## src/rtl/fc_access_filter.sv

```systemverilog
// fc_access_filter: write-path filter in front of the fuse controller CSRs.
// Tracks the fuse-address register, checks every fuse-command write against a
// runtime-programmable, lockable range table bound to requestor IDs, and
// either forwards the write unmodified or discards it and records a violation.
//
// Upstream/downstream handshakes: a transfer happens on a rising edge where
// valid and ready are both high; once raised, out_valid_o and its addr/data
// stay stable until out_ready_i is seen high.
module fc_access_filter #(
    parameter int unsigned NumRanges      = 4,
    parameter int unsigned UserWidth      = 32,
    parameter int unsigned AddrWidth      = 32,
    parameter int unsigned DataWidth      = 32,
    parameter logic [31:0] FuseAddrOffset = 32'h60,
    parameter logic [31:0] FuseCmdOffset  = 32'h64,
    parameter int unsigned CntWidth       = 16,
    localparam int unsigned IdxWidth      = (NumRanges > 1) ? $clog2(NumRanges) : 1
) (
    input  logic                 clk_i,
    input  logic                 rst_ni,
    input  logic                 wr_valid_i,
    output logic                 wr_ready_o,
    input  logic [AddrWidth-1:0] wr_addr_i,
    input  logic [DataWidth-1:0] wr_data_i,
    input  logic [UserWidth-1:0] wr_user_i,
    output logic                 out_valid_o,
    input  logic                 out_ready_i,
    output logic [AddrWidth-1:0] out_addr_o,
    output logic [DataWidth-1:0] out_data_o,
    input  logic                 cfg_we_i,
    input  logic [IdxWidth-1:0]  cfg_idx_i,
    input  logic [31:0]          cfg_lower_i,
    input  logic [31:0]          cfg_upper_i,
    input  logic [UserWidth-1:0] cfg_user_i,
    input  logic                 cfg_lock_i,
    output logic [NumRanges-1:0] entry_valid_o,
    output logic [NumRanges-1:0] entry_lock_o,
    output logic                 violation_o,
    output logic [UserWidth-1:0] violation_user_o,
    output logic [CntWidth-1:0]  violation_cnt_o
);

    localparam logic [AddrWidth-1:0] AddrOff = AddrWidth'(FuseAddrOffset);
    localparam logic [AddrWidth-1:0] CmdOff  = AddrWidth'(FuseCmdOffset);

    typedef enum logic [1:0] {
        IDLE    = 2'd0,
        CHECK   = 2'd1,
        FWD     = 2'd2,
        DISCARD = 2'd3
    } state_e;

    // Access table
    logic [31:0]          lower_q [NumRanges];
    logic [31:0]          upper_q [NumRanges];
    logic [UserWidth-1:0] user_q  [NumRanges];
    logic [NumRanges-1:0] valid_q;
    logic [NumRanges-1:0] lock_q;

    // Request / FSM state
    state_e               state_q;
    logic                 wr_ready_q;
    logic [AddrWidth-1:0] req_addr_q;
    logic [DataWidth-1:0] req_data_q;
    logic [UserWidth-1:0] req_user_q;
    logic [AddrWidth-1:0] fuse_addr_q;
    logic                 fuse_addr_vld_q;
    logic                 out_valid_q;
    logic [AddrWidth-1:0] out_addr_q;
    logic [DataWidth-1:0] out_data_q;
    logic                 viol_q;
    logic [UserWidth-1:0] viol_user_q;
    logic [CntWidth-1:0]  viol_cnt_q;

    logic [31:0]          fuse_addr_32;
    logic                 match_any;
    logic                 permit;

    assign fuse_addr_32 = 32'(fuse_addr_q);

    // Table programming: only unlocked, in-range entries accept a write; locks stick until reset.
    always_ff @(posedge clk_i or negedge rst_ni) begin
        if (!rst_ni) begin
            for (int i = 0; i < int'(NumRanges); i++) begin
                lower_q[i] <= '0;
                upper_q[i] <= '0;
                user_q[i]  <= '0;
            end
            valid_q <= '0;
            lock_q  <= '0;
        end else begin
            for (int i = 0; i < int'(NumRanges); i++) begin
                if (cfg_we_i && (int'(cfg_idx_i) == i) && !lock_q[i]) begin
                    lower_q[i] <= cfg_lower_i;
                    upper_q[i] <= cfg_upper_i;
                    user_q[i]  <= cfg_user_i;
                    valid_q[i] <= 1'b1;
                    lock_q[i]  <= cfg_lock_i;
                end
            end
        end
    end

    // Range match for the pending request against the current (pre-write) table.
    always_comb begin
        match_any = 1'b0;
        for (int i = 0; i < int'(NumRanges); i++) begin
            if (valid_q[i] && (user_q[i] == req_user_q) &&
                (lower_q[i] <= fuse_addr_32) && (fuse_addr_32 <= upper_q[i])) begin
                match_any = 1'b1;
            end
        end
        // Non-command writes always pass; commands need a fresh address and a match.
        permit = (req_addr_q != CmdOff) || (fuse_addr_vld_q && match_any);
    end

    // Filter FSM with registered handshake and violation outputs.
    always_ff @(posedge clk_i or negedge rst_ni) begin
        if (!rst_ni) begin
            state_q         <= IDLE;
            wr_ready_q      <= 1'b1;
            req_addr_q      <= '0;
            req_data_q      <= '0;
            req_user_q      <= '0;
            fuse_addr_q     <= '0;
            fuse_addr_vld_q <= 1'b0;
            out_valid_q     <= 1'b0;
            out_addr_q      <= '0;
            out_data_q      <= '0;
            viol_q          <= 1'b0;
            viol_user_q     <= '0;
            viol_cnt_q      <= '0;
        end else begin
            viol_q <= 1'b0;
            case (state_q)
                IDLE: begin
                    if (wr_valid_i) begin
                        req_addr_q <= wr_addr_i;
                        req_data_q <= wr_data_i;
                        req_user_q <= wr_user_i;
                        // Address tracking happens at acceptance, independent of forwarding.
                        if (wr_addr_i == AddrOff) begin
                            fuse_addr_q     <= wr_data_i[AddrWidth-1:0];
                            fuse_addr_vld_q <= 1'b1;
                        end
                        wr_ready_q <= 1'b0;
                        state_q    <= CHECK;
                    end
                end
                CHECK: begin
                    // Each command consumes the tracked address, whatever the verdict.
                    if (req_addr_q == CmdOff) begin
                        fuse_addr_vld_q <= 1'b0;
                    end
                    if (permit) begin
                        out_valid_q <= 1'b1;
                        out_addr_q  <= req_addr_q;
                        out_data_q  <= req_data_q;
                        state_q     <= FWD;
                    end else begin
                        viol_q      <= 1'b1;
                        viol_user_q <= req_user_q;
                        if (viol_cnt_q != '1) begin
                            viol_cnt_q <= viol_cnt_q + CntWidth'(1);
                        end
                        state_q <= DISCARD;
                    end
                end
                FWD: begin
                    if (out_ready_i) begin
                        out_valid_q <= 1'b0;
                        wr_ready_q  <= 1'b1;
                        state_q     <= IDLE;
                    end
                end
                DISCARD: begin
                    wr_ready_q <= 1'b1;
                    state_q    <= IDLE;
                end
                default: begin
                    out_valid_q <= 1'b0;
                    wr_ready_q  <= 1'b1;
                    state_q     <= IDLE;
                end
            endcase
        end
    end

    assign wr_ready_o       = wr_ready_q;
    assign out_valid_o      = out_valid_q;
    assign out_addr_o       = out_addr_q;
    assign out_data_o       = out_data_q;
    assign entry_valid_o    = valid_q;
    assign entry_lock_o     = lock_q;
    assign violation_o      = viol_q;
    assign violation_user_o = viol_user_q;
    assign violation_cnt_o  = viol_cnt_q;

endmodule

```

## config.mk

```make
export PLATFORM = sky130hd
export DESIGN_NAME = fc_access_filter
export DESIGN_NICKNAME = d
export VERILOG_FILES = /design/src/rtl/fc_access_filter.sv
export SDC_FILE = /design/constraint.sdc
export NUM_CORES = 2
export LEC_CHECK = 0
export ABC_AREA = 1
export CORE_AREA = 2 2 290 292
export DETAILED_ROUTE_END_ITERATION = 16
export DIE_AREA = 0 0 292 294
export GPL_TIMING_DRIVEN = 0
export PLACE_DENSITY = 0.69
export SLEW_MARGIN = 15
export SYNTH_ARGS = -nofsm -noshare
export SYNTH_HDL_FRONTEND = slang
export SYNTH_SLANG_ARGS = --single-unit
```

## constraint.sdc

```tcl
create_clock -name clk_i -period 2.95 [get_ports clk_i]
set_input_delay 0.7375 -clock clk_i [delete_from_list [all_inputs] [get_ports clk_i]]
set_output_delay 0.7375 -clock clk_i [all_outputs]
set_load 0.01 [all_outputs]
```

# Word level (Yosys, flattened, before mapping)
# Index checks and enable logic that the tools add are counted.
[word_totals] reg_bits=638 inputBits=200 wordCells=122 output_inout_bits=123
[op_classes] addsub=1 n_reduce_logical=40 mux=20 eq_ne=19 bitwise=1 magnitude_cmp=8
[ops] op="$le 32x32->1" n=8
[ops] op="$eq 32x32->1" n=4
[ops] op="$eq 32x7->1 const B" n=2
[ops] op="$ne 32x7->1 const B" n=1
[ops] op="$logic_and 1x1->1" n=21
[ops] op="$add 16x1->16 const B" n=1
[ops] op="$ne 16x16->1 const B" n=1
[ops] op="$mux 1" n=14
[ops] op="$reduce_and 3->1" n=4
[ops] op="$ne 2x2->1 const B" n=5
[ops] op="$eq 2x2->1 const B" n=4
[ops] op="$pmux 2 s4" n=1
[ops] op="$reduce_and 2->1" n=4
[ops] op="$eq 2x1->1 const B" n=2
[ops] op="$logic_not 1->1" n=4
[ops] op="$logic_not 2->1" n=2
[ops] op="$mux 2" n=2
[ops] op="$pmux 1 s2" n=2
[ops] op="$reduce_and 4->1" n=1
[ops] op="$reduce_bool 2->1" n=2
[ops] op="$pmux 1 s3" n=1
[ops] op="$reduce_bool 3->1" n=1
[ops] op="$logic_or 1x1->1" n=1
[ops] op="$not 1->1" n=1

# Depth between registers and ports, before layout
[logic_depth] ltp_word=12 depth_mapped=24 depth_no_buf=22

# Least setup slack after synthesis
# OpenSTA, ideal clock, no wires.
[synth_path] kind="reg-to-reg" start="register fuse_addr_q[23], in the netlist fuse_addr_32[23]" end="register viol_user_q[24], in the netlist violation_user_o[24]" t_required_ns=2.824 period_less_slack_ns=2.406 t_arrival_ns=2.280 setup_time_ns=0.126 n_path_buf=2 stages_incl_launch_ff=20 slack_ns=0.544 path_cell_list="dfrtp_1 -> inv_1 -> ha_1 -> nand2_1 -> nor2_1 -> nand2_1 -> nor3_1 -> nand2_1 -> nand2_1 -> nand2_1 -> nand3_1 -> nand2_1 -> nor2_1 -> nor2_2 -> nor2_4 -> inv_2 -> buf_6 -> buf_6 -> nand2_1 -> o21ai_0"
[synth_between] elab_chain_cells=11 word_cells_on_any_way=24 classes_between="8 x order compare; 4 x mux; 1 x bitwise; 11 x reduce/logical"
[synth_rtl] element="start: declaration" line="66" text="logic [AddrWidth-1:0] fuse_addr_q;"
[synth_rtl] element="start signal: assignment" line="143" text="fuse_addr_q <= wr_data_i[AddrWidth-1:0];"
[synth_rtl] element="$le 32x32->1" line="109" text="(lower_q[i] <= fuse_addr_32) && (fuse_addr_32 <= upper_q[i])) begin"
[synth_rtl] element="$logic_and 1x1->1" line="108" text="if (valid_q[i] && (user_q[i] == req_user_q) &&"
[synth_rtl] element="$logic_and 1x1->1" line="109"
[synth_rtl] element="$mux 1 (3 in series)" line="108"
[synth_rtl] element="$mux 1 *" line="108"
[synth_rtl] element="$logic_and 1x1->1 *" line="114" text="permit = (req_addr_q != CmdOff) || (fuse_addr_vld_q && match_any);"
[synth_rtl] element="$logic_or 1x1->1 *" line="114"
[synth_rtl] element="$not 1->1 (no source line) *"
[synth_rtl] element="$reduce_and 2->1 (no source line) *"
[synth_rtl] element="end signal: assignment" line="162" text="viol_user_q <= req_user_q;"
[synth_rtl] element="end: declaration" line="72" text="logic [UserWidth-1:0] viol_user_q;"
# Mark *: on every way between the ends. The rest lies on a longest branch, timed or not.
# A chain may end at the register's enable or synchronous reset.

# Worst setup path in the final report
[layout_path] start="register req_user_q[3]" end="register out_data_q[31], in the netlist out_data_o[31]"
[layout_between] elab_chain_cells=11 word_cells_on_any_way=23 classes_between="4 x eq/ne; 4 x mux; 15 x reduce/logical"
[layout_rtl] element="start: declaration" line="65" text="logic [UserWidth-1:0] req_user_q;"
[layout_rtl] element="start signal: assignment" line="140" text="req_user_q <= wr_user_i;"
[layout_rtl] element="$eq 32x32->1" line="108"
[layout_rtl] element="$logic_and 1x1->1 (2 in series)" line="108"
[layout_rtl] element="$logic_and 1x1->1" line="109"
[layout_rtl] element="$mux 1 (3 in series)" line="108"
[layout_rtl] element="$mux 1 *" line="108"
[layout_rtl] element="$logic_and 1x1->1 *" line="114"
[layout_rtl] element="$logic_or 1x1->1 *" line="114"
[layout_rtl] element="$reduce_and 2->1 (no source line) *"
[layout_rtl] element="end signal: assignment" line="158" text="out_data_q <= req_data_q;"
[layout_rtl] element="end: declaration" line="70" text="logic [DataWidth-1:0] out_data_q;"
# Marks and branches as above.

==> flow_summary.yaml <==
global_routing:
  grt_antenna_before_repair: 6
  grt_overflow: 0
  use_met1: 0.3164
  grt_use_met2: 0.4325
  grt_util_met3: 0.03240
  grt_usage: 0.2512
  grt_start_max_net_pins: 98
  busiest_layer: "met2"
  grt_pass1_vias: 28303
  grt_first_pass_wirelength_um: 165800
clock_network:
  cts_buffers: 73
  cts.clk_slew.worst_paths_ns: 0.06
  worstSkewPairLatency_ns: 0.63
  cts.sinks: 638
  clk_path_buf_depth: 3
  cts_hold_buf: 0
  cts.htree.levels: 3
  cts-root-buf: "clkbuf_16"
  cts_tree: "yes"
synthesis:
  synth-seq-cells: 638
  synth_top_family_by_area: "simple AND/OR/NAND/NOR gates"
  synthDistinctLibCells: 42
  async_flop_share: 1.000
  synth_xor_area_frac: 0.01571
  syn_area_um2: 32900
  synth-simple-area-share: 0.2047
  synth-main-ff-cell: "dfrtp_1"
  synth_compound_gate_area_share: 0.1226
  synth_edf_count: 0
  yosys_warnings: 0
  synthAdderAreaFrac: 0.09775
  synth_area_per_cell_um2: 8.318
  synthMuxAreaShare: 0
  syn_nets: 4412
  ys_seq_area_frac: 0.4854
  syn_inst: 3955
sta:
  setup_viol: 0
  rsz0062_at_grt: "yes"
  fmax_mhz: 345.4
  hold_viol: 0
  timing.hold.ws_ns: 0.04130
  min_period_ns: 2.895
  clock_skew_ns: 0.03173
  final.period_utilization: 0.9813
  slew_headroom: 0.1934
  slew_violations: 0
  worst_pin_slew_ns: 1.210
  tns_ns: 0
route:
  drcViolationCount: 0
  drt_pass1_iterations: 6
  ant_nets: 0
  viasPerCell: 5.127
  wl_per_cell_um: 19.47
  vias: 28369
  drt_iter0_drc: 2016
  detail_route.wirelength_um: 107700
placed_design:
  dp_hpwl_um: 83180
  gp_congestion: 0.9611
  numPortBuffers: 322
  postPlaceCellArea_um2: 37670
run_status:
  status: "completed"
worst_setup_path:
  worstRegToRegCells: 17
  cp-start-kind: "register"
  crit_type: "reg -> reg"
  crit_fanout: 10
  required_ns: 3.44
  cp-end-kind: "register"
  cp.arrival_ns: 3.39
layout:
  multi_input_area_um2: 14910
  final_common_cell: "nand2_1"
  drive_above_1_share: 0.09267
  synthToLayoutAreaGrowth_pct: 24.81
  final_area_um2: 41060
  most-common-layout-cells: "nand2_1, dfrtp_1, o21ai_0"
  seq_area_um2: 16010
  fill_cells: 8009
  layout.nets: 4847
min_path:
  min-delay-path-class: "in -> async"
floorplan:
  floorplan.initialDensity: 0.3969
  dieHeight_um: 294
  num_io_pins: 323
  die_w_um: 292
  dieArea_um2: 85850
  row_count: 106
  fp.coreArea_um2: 82890
pwr:
  ir_drop_uv: 377.7
  powerDensity_nw_per_um2: 649.0
  leakage_uw: 0.01964
job:
  cap_viol_max_count: 0
worst max-delay path, stage by stage (launching register included):
cell and delay [ns]:
dfrtp_1 0.36, inv_1 0.26, or2_2 0.19, nand2_1 0.06
nor2_1 0.21, nand4_1 0.19, nor2_1 0.13, nand3_1 0.11
nor2_1 0.23, nand3_2 0.12, nand2_4 0.13, o21ai_4 0.08
nand2_4 0.15, nand2_8 0.10, buf_12 0.18, buf_12 0.15
nand2_1 0.06, nand2_1 0.04
where the power goes:
part / internal (uW) / leakage, uW / switching [uW] / total, uW
Combinational: 2570 / 0.00981 / 4020 / 6590
Clock: 5800 / 0.00126 / 3820 / 9620
Sequential: 9790 / 0.00857 / 645 / 10400
flip-flops by register name, indices dropped and copies added, names as in the netlist:
| name | count |
|---|---|
| violation_cnt_o | 16 |
| entry_lock_o | 4 |
| upper_q | 128 |
| req_addr_q | 32 |
| out_valid_o | 1 |
| entry_valid_o | 4 |
| lower_q | 128 |
| req_data_q | 32 |
| fuse_addr_32 | 32 |
| state_q | 2 |
| violation_user_o | 32 |
| violation_o | 1 |
| user_q | 128 |
| req_user_q | 32 |
| out_addr_o | 32 |
| wr_ready_o | 1 |
| fuse_addr_vld_q | 1 |
| out_data_o | 32 |
cell usage after synthesis (8+ instances only):
cell type  instances  share of area
nand2_1         1109           0.13
dfrtp_1          637           0.48
o21ai_0          577          0.088
inv_1            446          0.051
ha_1             257          0.098
nor2_1           196          0.022
nand3_1          121          0.018
a21oi_1          120          0.018
clkbuf_1         110          0.013
nand4_1           81          0.015
xnor2_1           53          0.014
o21ai_2           34         0.0091
or2_2             33         0.0063
inv_2             24         0.0027
nor3_1            21         0.0032
or2_1             15         0.0029
buf_6             14         0.0048
o21a_1            14         0.0032
nor4_1            12         0.0023
buf_1             10         0.0011
o21ai_1           10         0.0015
buf_2              8         0.0012
metal layers:
metal / wire length, um / part of all wire
met4: 4941 / 0.046
met1: 44550 / 0.41
met5: 0 / 0
met3: 5273 / 0.049
met2: 52950 / 0.49
repair_timing:
item	CTS	global route
pin swaps	21	23
setup buffers	21	8
hold endpoints to repair	0	0
endpoints found under the setup margin	115	113
gates cloned	2	0
resized for setup	110	62
area by class of cell:
type,count,area share
multi-input cells,2702,0.3632
inverters,470,0.04315
clock inverters,28,0.008106
clock buffers,103,0.05345
repair buffers,360,0.09093
well taps,1080,0.03291
plain buffers,145,0.01798
flip-flops and latches,638,0.3899
diodes,7,0.0004266
stage by stage:
| step | cells | setup slack [ns] | util | power, uW |
|---|---|---|---|---|
| 2_1_floorplan | 3955 | 0.5438 | - | 13980 |
| 3_3_place_gp | 5357 | -27.93 | 0.4520 | 16930 |
| 3_5_place_dp | 5364 | -0.7189 | 0.4544 | 16980 |
| 4_1_cts | 5518 | -0.008161 | 0.4916 | 26780 |
| 5_1_grt | 5532 | -0.09380 | 0.4953 | 27900 |
| 6_report | 5533 | 0.05510 | 0.4953 | 26650 |
kinds of logic after synthesis:
| kind of cell | after synthesis |
|---|---|
| AOI/OAI and AO/OA | 767 |
| xor gates and xnor gates | 59 |
| adders and majority gates | 257 |
| buffers and inverters | 615 |
| DFF | 638 |
| and+or+nand+nor | 1619 |
final timing paths:
| check | startpoint | endpoint | slack (ns) |
|---|---|---|---|
| worst min register to register | out_data_o[10]$_DFFE_PN0P_ | out_data_o[10]$_DFFE_PN0P_ | 0.47 |
| max in group asynchronous | rst_ni | fuse_addr_32[12]$_DFFE_PN0P_ | 1.18 |
| worst max register to register | req_user_q[3]$_DFFE_PN0P_ | out_data_o[31]$_DFFE_PN0P_ | 0.06 |
| worst min-delay path | rst_ni | violation_user_o[7]$_DFFE_PN0P_ | 0.04 |
| min in group clk_i | out_data_o[10]$_DFFE_PN0P_ | out_data_o[10]$_DFFE_PN0P_ | 0.47 |
| worst max-delay path | req_user_q[3]$_DFFE_PN0P_ | out_data_o[31]$_DFFE_PN0P_ | 0.06 |
Note: power is estimated with default switching activity, not from simulation.
